**src/rtl/mdu_pkg.sv**
```systemverilog
// Shared definitions for the iterative multiply/divide unit: op codes,
// FSM states and the default operand width / iteration count.
package mdu_pkg;

  localparam int MDU_WIDTH = 32;
  localparam int MDU_ITERS = MDU_WIDTH;

  localparam logic [1:0] OP_MULT  = 2'b00;
  localparam logic [1:0] OP_MULTU = 2'b01;
  localparam logic [1:0] OP_DIV   = 2'b10;
  localparam logic [1:0] OP_DIVU  = 2'b11;

  typedef enum logic [1:0] {
    S_IDLE = 2'd0,
    S_CALC = 2'd1,
    S_FIX  = 2'd2,
    S_DONE = 2'd3
  } state_e;

  function automatic logic op_is_signed(input logic [1:0] op);
    return ~op[0];
  endfunction

  function automatic logic op_is_div(input logic [1:0] op);
    return op[1];
  endfunction

endpackage

```
**src/rtl/mdu_div_step.sv**
```systemverilog
// One restoring-division iteration: shift remainder:quotient left by one,
// trial-subtract the divisor and keep the difference when it did not borrow.
module mdu_div_step #(
  parameter int WIDTH = 32
) (
  input  logic [WIDTH-1:0] rem_i,
  input  logic [WIDTH-1:0] quo_i,
  input  logic [WIDTH-1:0] div_i,
  output logic [WIDTH-1:0] rem_o,
  output logic [WIDTH-1:0] quo_o
);

  logic [WIDTH:0] shifted;
  logic [WIDTH:0] trial;

  // The remainder always stays below the divisor, so the top bit of the
  // WIDTH+1 bit difference is exactly the borrow.
  always_comb begin
    shifted = {rem_i, quo_i[WIDTH-1]};
    trial   = shifted - {1'b0, div_i};
    if (!trial[WIDTH]) begin
      rem_o = trial[WIDTH-1:0];
      quo_o = {quo_i[WIDTH-2:0], 1'b1};
    end else begin
      rem_o = shifted[WIDTH-1:0];
      quo_o = {quo_i[WIDTH-2:0], 1'b0};
    end
  end

endmodule

```
**src/rtl/mult_div_unit.sv**
```systemverilog
// Iterative MULT/MULTU/DIV/DIVU unit: magnitudes are processed unsigned over
// WIDTH cycles, signs are applied in FIX, and HI/LO are written in DONE.
module mult_div_unit
  import mdu_pkg::*;
#(
  parameter int WIDTH = MDU_WIDTH
) (
  input  logic             clk,
  input  logic             rst,
  input  logic             start,
  input  logic [1:0]       op,
  input  logic [WIDTH-1:0] rs_data,
  input  logic [WIDTH-1:0] rt_data,
  output logic             busy,
  output logic             done,
  output logic             HiWrite,
  output logic             LoWrite,
  output logic [WIDTH-1:0] hi_data_in,
  output logic [WIDTH-1:0] lo_data_in
);

  localparam int CNT_W = $clog2(WIDTH + 1);
  localparam logic [CNT_W-1:0] CNT_LAST = CNT_W'(WIDTH - 1);

  state_e             state_q, state_d;
  logic               div_q, div_d;
  logic [2*WIDTH-1:0] acc_q, acc_d;
  logic [WIDTH-1:0]   opnd_q, opnd_d;
  logic               neg_res_q, neg_res_d;
  logic               neg_rem_q, neg_rem_d;
  logic [CNT_W-1:0]   cnt_q, cnt_d;
  logic [WIDTH-1:0]   hi_q, hi_d;
  logic [WIDTH-1:0]   lo_q, lo_d;

  logic               signed_in;
  logic [WIDTH:0]     mul_sum;
  logic [WIDTH-1:0]   rem_next, quo_next, rem_fix, quo_fix;
  logic [2*WIDTH-1:0] prod_fix;

  // acc holds multiplier (low half) / dividend as quotient seed; opnd holds
  // multiplicand / divisor. Multiplication is commutative, so rs goes low.
  mdu_div_step #(.WIDTH(WIDTH)) u_div_step (
    .rem_i (acc_q[2*WIDTH-1:WIDTH]),
    .quo_i (acc_q[WIDTH-1:0]),
    .div_i (opnd_q),
    .rem_o (rem_next),
    .quo_o (quo_next)
  );

  always_comb begin
    signed_in = op_is_signed(op);
    mul_sum   = {1'b0, acc_q[2*WIDTH-1:WIDTH]} + (acc_q[0] ? {1'b0, opnd_q} : '0);
    prod_fix  = neg_res_q ? -acc_q : acc_q;
    quo_fix   = neg_res_q ? -acc_q[WIDTH-1:0] : acc_q[WIDTH-1:0];
    rem_fix   = neg_rem_q ? -acc_q[2*WIDTH-1:WIDTH] : acc_q[2*WIDTH-1:WIDTH];

    state_d   = state_q;
    div_d     = div_q;
    acc_d     = acc_q;
    opnd_d    = opnd_q;
    neg_res_d = neg_res_q;
    neg_rem_d = neg_rem_q;
    cnt_d     = cnt_q;
    hi_d      = hi_q;
    lo_d      = lo_q;

    case (state_q)
      S_IDLE: begin
        if (start) begin
          div_d     = op_is_div(op);
          acc_d     = {{WIDTH{1'b0}}, (signed_in && rs_data[WIDTH-1]) ? -rs_data : rs_data};
          opnd_d    = (signed_in && rt_data[WIDTH-1]) ? -rt_data : rt_data;
          neg_res_d = signed_in && (rs_data[WIDTH-1] ^ rt_data[WIDTH-1]);
          neg_rem_d = signed_in && rs_data[WIDTH-1];
          cnt_d     = '0;
          state_d   = S_CALC;
        end
      end
      S_CALC: begin
        acc_d = div_q ? {rem_next, quo_next} : {mul_sum, acc_q[WIDTH-1:1]};
        cnt_d = cnt_q + 1'b1;
        if (cnt_q == CNT_LAST) state_d = S_FIX;
      end
      S_FIX: begin
        if (div_q) begin
          // Divide by zero leaves the dividend as the remainder naturally;
          // only the quotient needs forcing to all ones.
          lo_d = (opnd_q == '0) ? '1 : quo_fix;
          hi_d = rem_fix;
        end else begin
          {hi_d, lo_d} = prod_fix;
        end
        state_d = S_DONE;
      end
      default: state_d = S_IDLE;
    endcase
  end

  always_ff @(posedge clk) begin
    if (!rst) begin
      state_q   <= S_IDLE;
      div_q     <= 1'b0;
      acc_q     <= '0;
      opnd_q    <= '0;
      neg_res_q <= 1'b0;
      neg_rem_q <= 1'b0;
      cnt_q     <= '0;
      hi_q      <= '0;
      lo_q      <= '0;
    end else begin
      state_q   <= state_d;
      div_q     <= div_d;
      acc_q     <= acc_d;
      opnd_q    <= opnd_d;
      neg_res_q <= neg_res_d;
      neg_rem_q <= neg_rem_d;
      cnt_q     <= cnt_d;
      hi_q      <= hi_d;
      lo_q      <= lo_d;
    end
  end

  assign busy       = (state_q == S_CALC) || (state_q == S_FIX);
  assign done       = (state_q == S_DONE);
  assign HiWrite    = done;
  assign LoWrite    = done;
  assign hi_data_in = hi_q;
  assign lo_data_in = lo_q;

endmodule

```
**config.mk**
```make
export PLATFORM = sky130hd
export DESIGN_NAME = mult_div_unit
export DESIGN_NICKNAME = d
export VERILOG_FILES = /design/src/rtl/mdu_pkg.sv /design/src/rtl/mdu_div_step.sv /design/src/rtl/mult_div_unit.sv
export SDC_FILE = /design/constraint.sdc
export NUM_CORES = 1
export LEC_CHECK = 0
export CORE_ASPECT_RATIO = 1.5
export CORE_UTILIZATION = 46
export DETAILED_ROUTE_END_ITERATION = 12
export PLACE_DENSITY = 0.67
export SETUP_SLACK_MARGIN = 0.4
export SLEW_MARGIN = 20
export SYNTH_ARGS = -nofsm -noshare
export SYNTH_HDL_FRONTEND = slang
export SYNTH_HIERARCHICAL = 1
export SYNTH_SLANG_ARGS = --single-unit
```
**constraint.sdc**
```tcl
create_clock -name clk -period 8.35 [get_ports clk]
set_input_delay 1.67 -clock clk [delete_from_list [all_inputs] [get_ports clk]]
set_output_delay 1.67 -clock clk [all_outputs]
set_load 0.05 [all_outputs]
```
==> impl_metrics.csv <==
group,metric,value,unit
timing,holdWs,0.469,ns
die,ios,137,
pwr,power.switching,2.22,mW
synthesis,synthDistinctLibCells,91,
placed_design,dpl.cell_count,2305,
synthesis,synth.top_cells.by_area,"dfxtp_1, ha_1, a21oi_1",
synthesis,netlist_area,0.0145,mm^2
placed_design,place.port_buffers,136,
pwr,p_leak,6.23,nW
synthesis,synth-edff-count,0,
timing,drv_slew,0,
route,drt_iter0_markers,1101,
final_layout,fillCellCount,3058,
pwr,power.share.combinational,0.525,
final_layout,layout_commonest_cell,"a21oi_1",
clock_network,cts-hold-fix-buffers,0,
placed_design,placed_area,0.0157,mm^2
pwr,power_switching_share,0.486,
clock_network,clock_transition_at_the_registers_of_the_reported_paths,0.07,ns
synthesis,postSynth.topFlopCell,"dfxtp_1",
final_layout,final_nets,2063,
pwr,power_report.internal_total,2.35,mW
route,ant_nets,0,
timing,max_freq,219,MHz
synthesis,synth_async_sr_flop_share,0,
timing,timing.final.setup_violations,0,
route,drt_drc_violations_left,0,
die,initial_utilization,0.466,
die,floorplan.core_area,0.0310,mm^2
placed_design,pre_cts_slack,3.87,ns
global_routing,initial_antenna_violation_count,0,
synthesis,yosys_top_cell_area_share,0.237,
synthesis,synth_cells,1896,
synthesis,largest_family_of_logic_cells_by_synthesized_area,"compound AO/OA/AOI/OAI gates",
final_layout,n_antenna_cell,0,
global_routing,grt_first_pass_wirelength,78.4,mm
pwr,total_power,4.56,mW
final_layout,final-instance-count-excl-fill,2336,
pwr,worst_ir_drop_vdd,0.209,mV
clock_network,post_cts_setup_buffers,0,
final_layout,share_of_cells_above_drive_strength_1,0.0590,
clock_network,cts-root-to-sink-buffers,2,
clock_network,htree_num_levels,4,
worst_setup_path,timing.setup.critical_path_class,"reg2reg",
die,die_ht,219,um
route,drt-pass1-iter-count,5,
die,fp-row-count,79,
timing,setup_tns,0,ns
timing,grt_setup_unrepaired,"false",
global_routing,grt_util_all_layers,0.316,
synthesis,synth-warning-count,6,
die,die_w,147,um
worst_setup_path,worst-endpoint-arrival,4.89,ns
timing,hold_viol_final,0,
synthesis,yosys.area_share.adder,0.0659,
clock_network,tritoncts.num_buffers,17,
route,drt_wl_total,51.0,mm
outcome,run_status,"finished clean",
synthesis,synth.yosys.seq_area_share,0.237,
synthesis,synth.largest_area_cell,"dfxtp_1",
placed_design,detailed_place_hpwl,38.6,mm
synthesis,synth.area.mux_share,0.0544,
timing,period_share,0.547,
clock_network,tritoncts,"built",
pwr,power_density,279,mW/mm^2
synthesis,simple_gate_share_of_the_synthesized_area,0.206,
timing,clock_skew,0.0125,ns
clock_network,library_cell_used_as_clock_root_buffer,"clkbuf_16",
min_path,worst_hold_path_class,"reg2reg",
timing,finalCriticalPeriod,4.57,ns
worst_setup_path,crit_required,8.67,ns
synthesis,synth_compound_gate_area_share,0.265,
route,vias,14700,
synthesis,synthesized_area_divided_by_synthesized_cell_count,7.63,um^2
global_routing,grt_pass1_vias,14200,
synthesis,mappedNetlistNets,2040,
pwr,seq_power_share,0.287,
synthesis,synthXorXnorAreaFrac,0.100,
timing,remaining_max_slew_budget_at_the_tightest_pin,0.274,
die,dieArea,0.0322,mm^2
synthesis,postSynthRegisterBits,171,
global_routing,grt.overflow.total,0,
worst_setup_path,worst_setup_path_start_kind,"register",
final_layout,summed_area_of_non_filler_cells_in_the_final_layout,0.0163,mm^2
route,post_drt_wl_per_cell,21.8,um
global_routing,grt_max_degree,60,
job,max_cap_violations,0,
route,viasPerCell,6.29,
clock_network,worstSkewPairLatency,0.46,ns
pwr,clock_power_share,0.188,
timing,setup_slack,3.78,ns
final_layout,most-common-layout-cells,"a21oi_1, dfxtp_1, nand2_1",
worst_setup_path,critPathCaptureType,"register",
final_layout,flow.area_growth_from_synthesis,12.9,%
clock_network,cts_resized,0,
clock_network,numClockSinks,171,
worst_setup_path,crit_path_max_fanout,24,
placed_design,gpl.final_weighted_congestion,0.992,
timing,timing_worst_slew_pin_value,1.09,ns
final_layout,final_util,0.527,
## synth_stat cells (all sizes together) (29+ instances only)
master  count
nor3       45
nand3      54
ha         73
mux2i      41
a211oi     30
a21o       29
nor2      141
xnor2      66
clkbuf     94
and2       39
nand2     152
buf        54
nand4      29
inv        68
xor2      100
nor4       31
o21ai     146
dfxtp     171
a21oi     177
## power by group through the flow
| stage | combinational [mW] | sequential [mW] | clock (mW) |
|---|---|---|---|
| global placement | 2.34 | 1.31 | 0 |
| CTS | 2.37 | 1.30 | 0.863 |
| detailed placement | 2.36 | 1.32 | 0 |
| floorplan | 1.56 | 1.45 | 0 |
| global route | 2.58 | 1.33 | 0.898 |
| finish | 2.40 | 1.31 | 0.856 |
## final timing paths
check	startpoint	cells past startpoint	end	slack, ns
min reg2reg	hi_data_in[29]	2	hi_data_in[29]	0.47
min	hi_data_in[29]	2	hi_data_in[29]	0.47
max reg2reg	acc_q[31]	16	acc_q[62]	3.78
max	acc_q[31]	16	acc_q[62]	3.78
## logic make-up (layout without fill, tap and decap cells)
logic type,Yosys count,in the layout
AOI/OAI and AO/OA,605,605
and+or+nand+nor,594,594
buffers and inverters,218,253
DFF,171,171
xor gates and xnor gates,166,166
adders and majority gates,75,75
muxes,67,67
## worst max-delay path, cell delays in order, from the launching register on
cell and delay (ns):
dfxtp_1 0.58, inv_1 0.10, ha_1 0.25, fa_1 0.40, and2b_1 0.24, o2111ai_2 0.13, a21oi_2 0.25, o2111ai_1 0.29
a211oi_2 0.38, nor2_4 0.11, mux2i_4 0.38, and2_4 0.33, inv_8 0.13, mux2_4 0.33, a22o_1 0.23, a211oi_1 0.16
a311oi_1 0.11
## sequential cells by signal (all words and copies together), names as in the netlist
signal and flops:
hi_data_in 32, cnt_q 6, opnd_q 32, neg_res_q 1, lo_data_in 32, neg_rem_q 1
state_q 2, div_q 1, acc_q 64
## layout make-up
cell class | count | area (um^2) | share of cell area
Clock buffer | 22 | 484 | 0.0296
Clock inverter | 9 | 136 | 0.00835
Inverter | 68 | 263 | 0.0161
Multi-Input combinational cell | 1507 | 10000 | 0.614
Sequential cell | 171 | 3420 | 0.210
Tap cell | 405 | 507 | 0.0310
Timing Repair Buffer | 154 | 1490 | 0.0913
## routing by layer
metal	GRT usage	vias to the layer above	routed length, um
li1	-	6981	-
met1	0.320	7013	18600
met2	0.571	510	25900
met3	0.0439	190	2140
met4	0.269	0	4390
met5	0	-	0
Power figures use the tool's default switching activity.
==> edit, RTL diff (same flow settings) <==
Encoding of `state_e`: now one-hot (4 bits for 4 states).
--- a/src/rtl/mdu_pkg.sv
+++ b/src/rtl/mdu_pkg.sv
@@ -12,7 +12,7 @@
 
-  typedef enum logic [1:0] {
-    S_IDLE = 2'd0,
-    S_CALC = 2'd1,
-    S_FIX  = 2'd2,
-    S_DONE = 2'd3
+  typedef enum logic [3:0] {
+    S_IDLE = 4'b0001,
+    S_CALC = 4'b0010,
+    S_FIX  = 4'b0100,
+    S_DONE = 4'b1000
   } state_e;
Formal check against the unedited RTL: same outputs for any inputs over 4 cycles, from zero or initial values and one cycle with rst low; so few cycles prove little.
==> edit against the unedited design <==
  * Synthesized area decreased by 2.5%
  * Via count fell by 3.6%
  * Setup slack better by 0.20 ns
  * Die area down 2.5%
  * Sequential cell count is 2 higher
  * Wire length fell by 8.7%
  * Design area down 2.5%
  * Register-to-register slack gained 0.37 ns
  * Critical path type is now flop to output pin
  * Largest cell class unchanged
Power is not compared: it rests on default switching activity, and its combinational part moved more than twofold at a synthesized area within 25%.
==> edit: results (changes against the unedited design) <==
| Metric | Value |
|---|---|
| GRT Resource Usage Total | 29.6% (was 31.6%) |
| Drt first-iter violations | 1,141 (was 1,101) |
| Rel. slew slack | 23.6% (was 27.4%) |
| Vias in the first global route | 13,816 (was 14,239) |
| Vias | 14,158 (was 14,694) |
| Synth top area cells | dfxtp_1 (25%), a21oi_1 (6.5%), ha_1 (6.1%) (was dfxtp_1 (24%), ha_1 (6.3%), a21oi_1 (6.1%)) |
| Register area share after synthesis | 24.5% (was 23.7%) |
| Worst EP arrival | 2.70 ns (was 4.89 ns) |
| Layout Skew | 0.0151 ns (was 0.0125 ns) |
| Post-synth net total | 1,973 (was 2,040) |
| Final HPWL DP | 34,600 µm (was 38,600 µm) |
| Crit-path max FO | 15 (was 24) |
| Endpoint, Worst Hold | hi_data_in[3]$_SDFFE_PN0N_ (was hi_data_in[29]$_SDFFE_PN0P_) |
| Flop2flop setup slack | 4.15 ns (was 3.78 ns) |
| Min-delay src | hi_data_in[3]$_SDFFE_PN0N_ (was hi_data_in[29]$_SDFFE_PN0P_) |
| Ratio of cells with drive above 1 in the final layout | 6.66% (was 5.90%) |
| Min Hold Slack | 0.459 ns (was 0.469 ns) |
| Status | completed (unchanged) |
| First drt pass iteration count | 10 (was 5) |
| FILL cells | 2,984 (was 3,058) |
| First-pass GRT wire length | 73,700 µm (was 78,400 µm) |
| R2R Path Start | acc_q[0]$_SDFFE_PN0P_ (was acc_q[31]$_SDFFE_PN0P_) |
| Worst R2R Path Depth | 11 (was 16) |
| Place WS | 3.92 ns (was 3.87 ns) |
| GPL Wtd Cong | 0.998 (was 0.992) |
| Top cells by count, synth | a21oi_1 (182), dfxtp_1 (173), nor2_1 (161), o21ai_0 (128), nand2_1 (127) (was a21oi_1 (175), dfxtp_1 (171), nand2_1 (152), nor2_1 (140), o21ai_0 (138)) |
| Total Wirelength | 46,500 µm (was 51,000 µm) |
| Synth warn | 6 (unchanged) |
| Worst R2R End | acc_q[61]$_SDFFE_PN0P_ (was acc_q[62]$_SDFFE_PN0P_) |
| Setup bufs post-CTS | 0 (unchanged) |
| Area after DPL | 0.0154 mm² (was 0.0157 mm²) |
[edit: layer usage]
metal / global-route usage, % / up-vias / wire (µm)
met1: 31.8 / 6730 / 17500
met3: 4.55 / 153 / 2520
met2: 52.2 / 546 / 23200
met4: 22.0 / 0 / 3270
met5: 0 / - / 0
li1: - / 6729 / -
[edit: kinds of logic after synthesis]
logic type / Yosys count / share of synthesized area (%)
mux: 60 / 5.17
compound gates: 590 / 26.4
flops: 173 / 24.5
simple gates: 574 / 20.2
buf+inv: 197 / 6.80
xor+xnor: 168 / 10.4
fa+ha+maj: 71 / 6.40
[edit: worst max path at each step]
| stage | slack [ns] | startpoint | end |
|---|---|---|---|
| detailed placement | 3.92 | rt_data[8] | opnd_q[23]$_SDFFE_PN0P_ |
| global route | 3.86 | state_q[2]$_SDFFE_PN0P_ | busy |
| floorplan | 4.11 | state_q[3]$_SDFFE_PN0P_ | LoWrite |
| finish | 3.98 | state_q[2]$_SDFFE_PN0P_ | busy |
| CTS | 3.97 | state_q[2]$_SDFFE_PN0P_ | busy |
| global placement | 3.96 | rt_data[10] | opnd_q[23]$_SDFFE_PN0P_ |
[edit: area by class of cell]
class,instances,share of cell area (%)
clock buffers,18,2.69
clock inverters,14,0.848
inverters,57,1.39
multi-input cells,1463,61.0
flip-flops and latches,173,21.7
well taps,400,3.14
repair buffers,151,9.21
[edit: power by group through the flow]
stage | Clock (µW) | Sequential, µW | Combinational (µW)
after detailed placement | 0 | 936 | 464
after CTS | 811 | 917 | 467
after global placement | 0 | 935 | 458
after floorplan | 0 | 907 | 355
final | 801 | 918 | 474
after global routing | 840 | 924 | 515
[edit: worst max-delay path, cell delays in order, from the launching register on]
cell             delay, ns
dfxtp_1               0.54
nand3_1               0.65
nand2_1               0.21
clkdlybuf4s50_1       0.83
[edit: stage by stage]
step | utilization, % | total power, µW | cells
6_report | 52.7 | 2190 | 2276
5_1_grt | 52.7 | 2280 | 2276
4_1_cts | 52.7 | 2190 | 2276
3_5_place_dp | 50.8 | 1400 | 2244
3_3_place_gp | 50.8 | 1390 | 2244
2_1_floorplan | - | 1260 | 1833
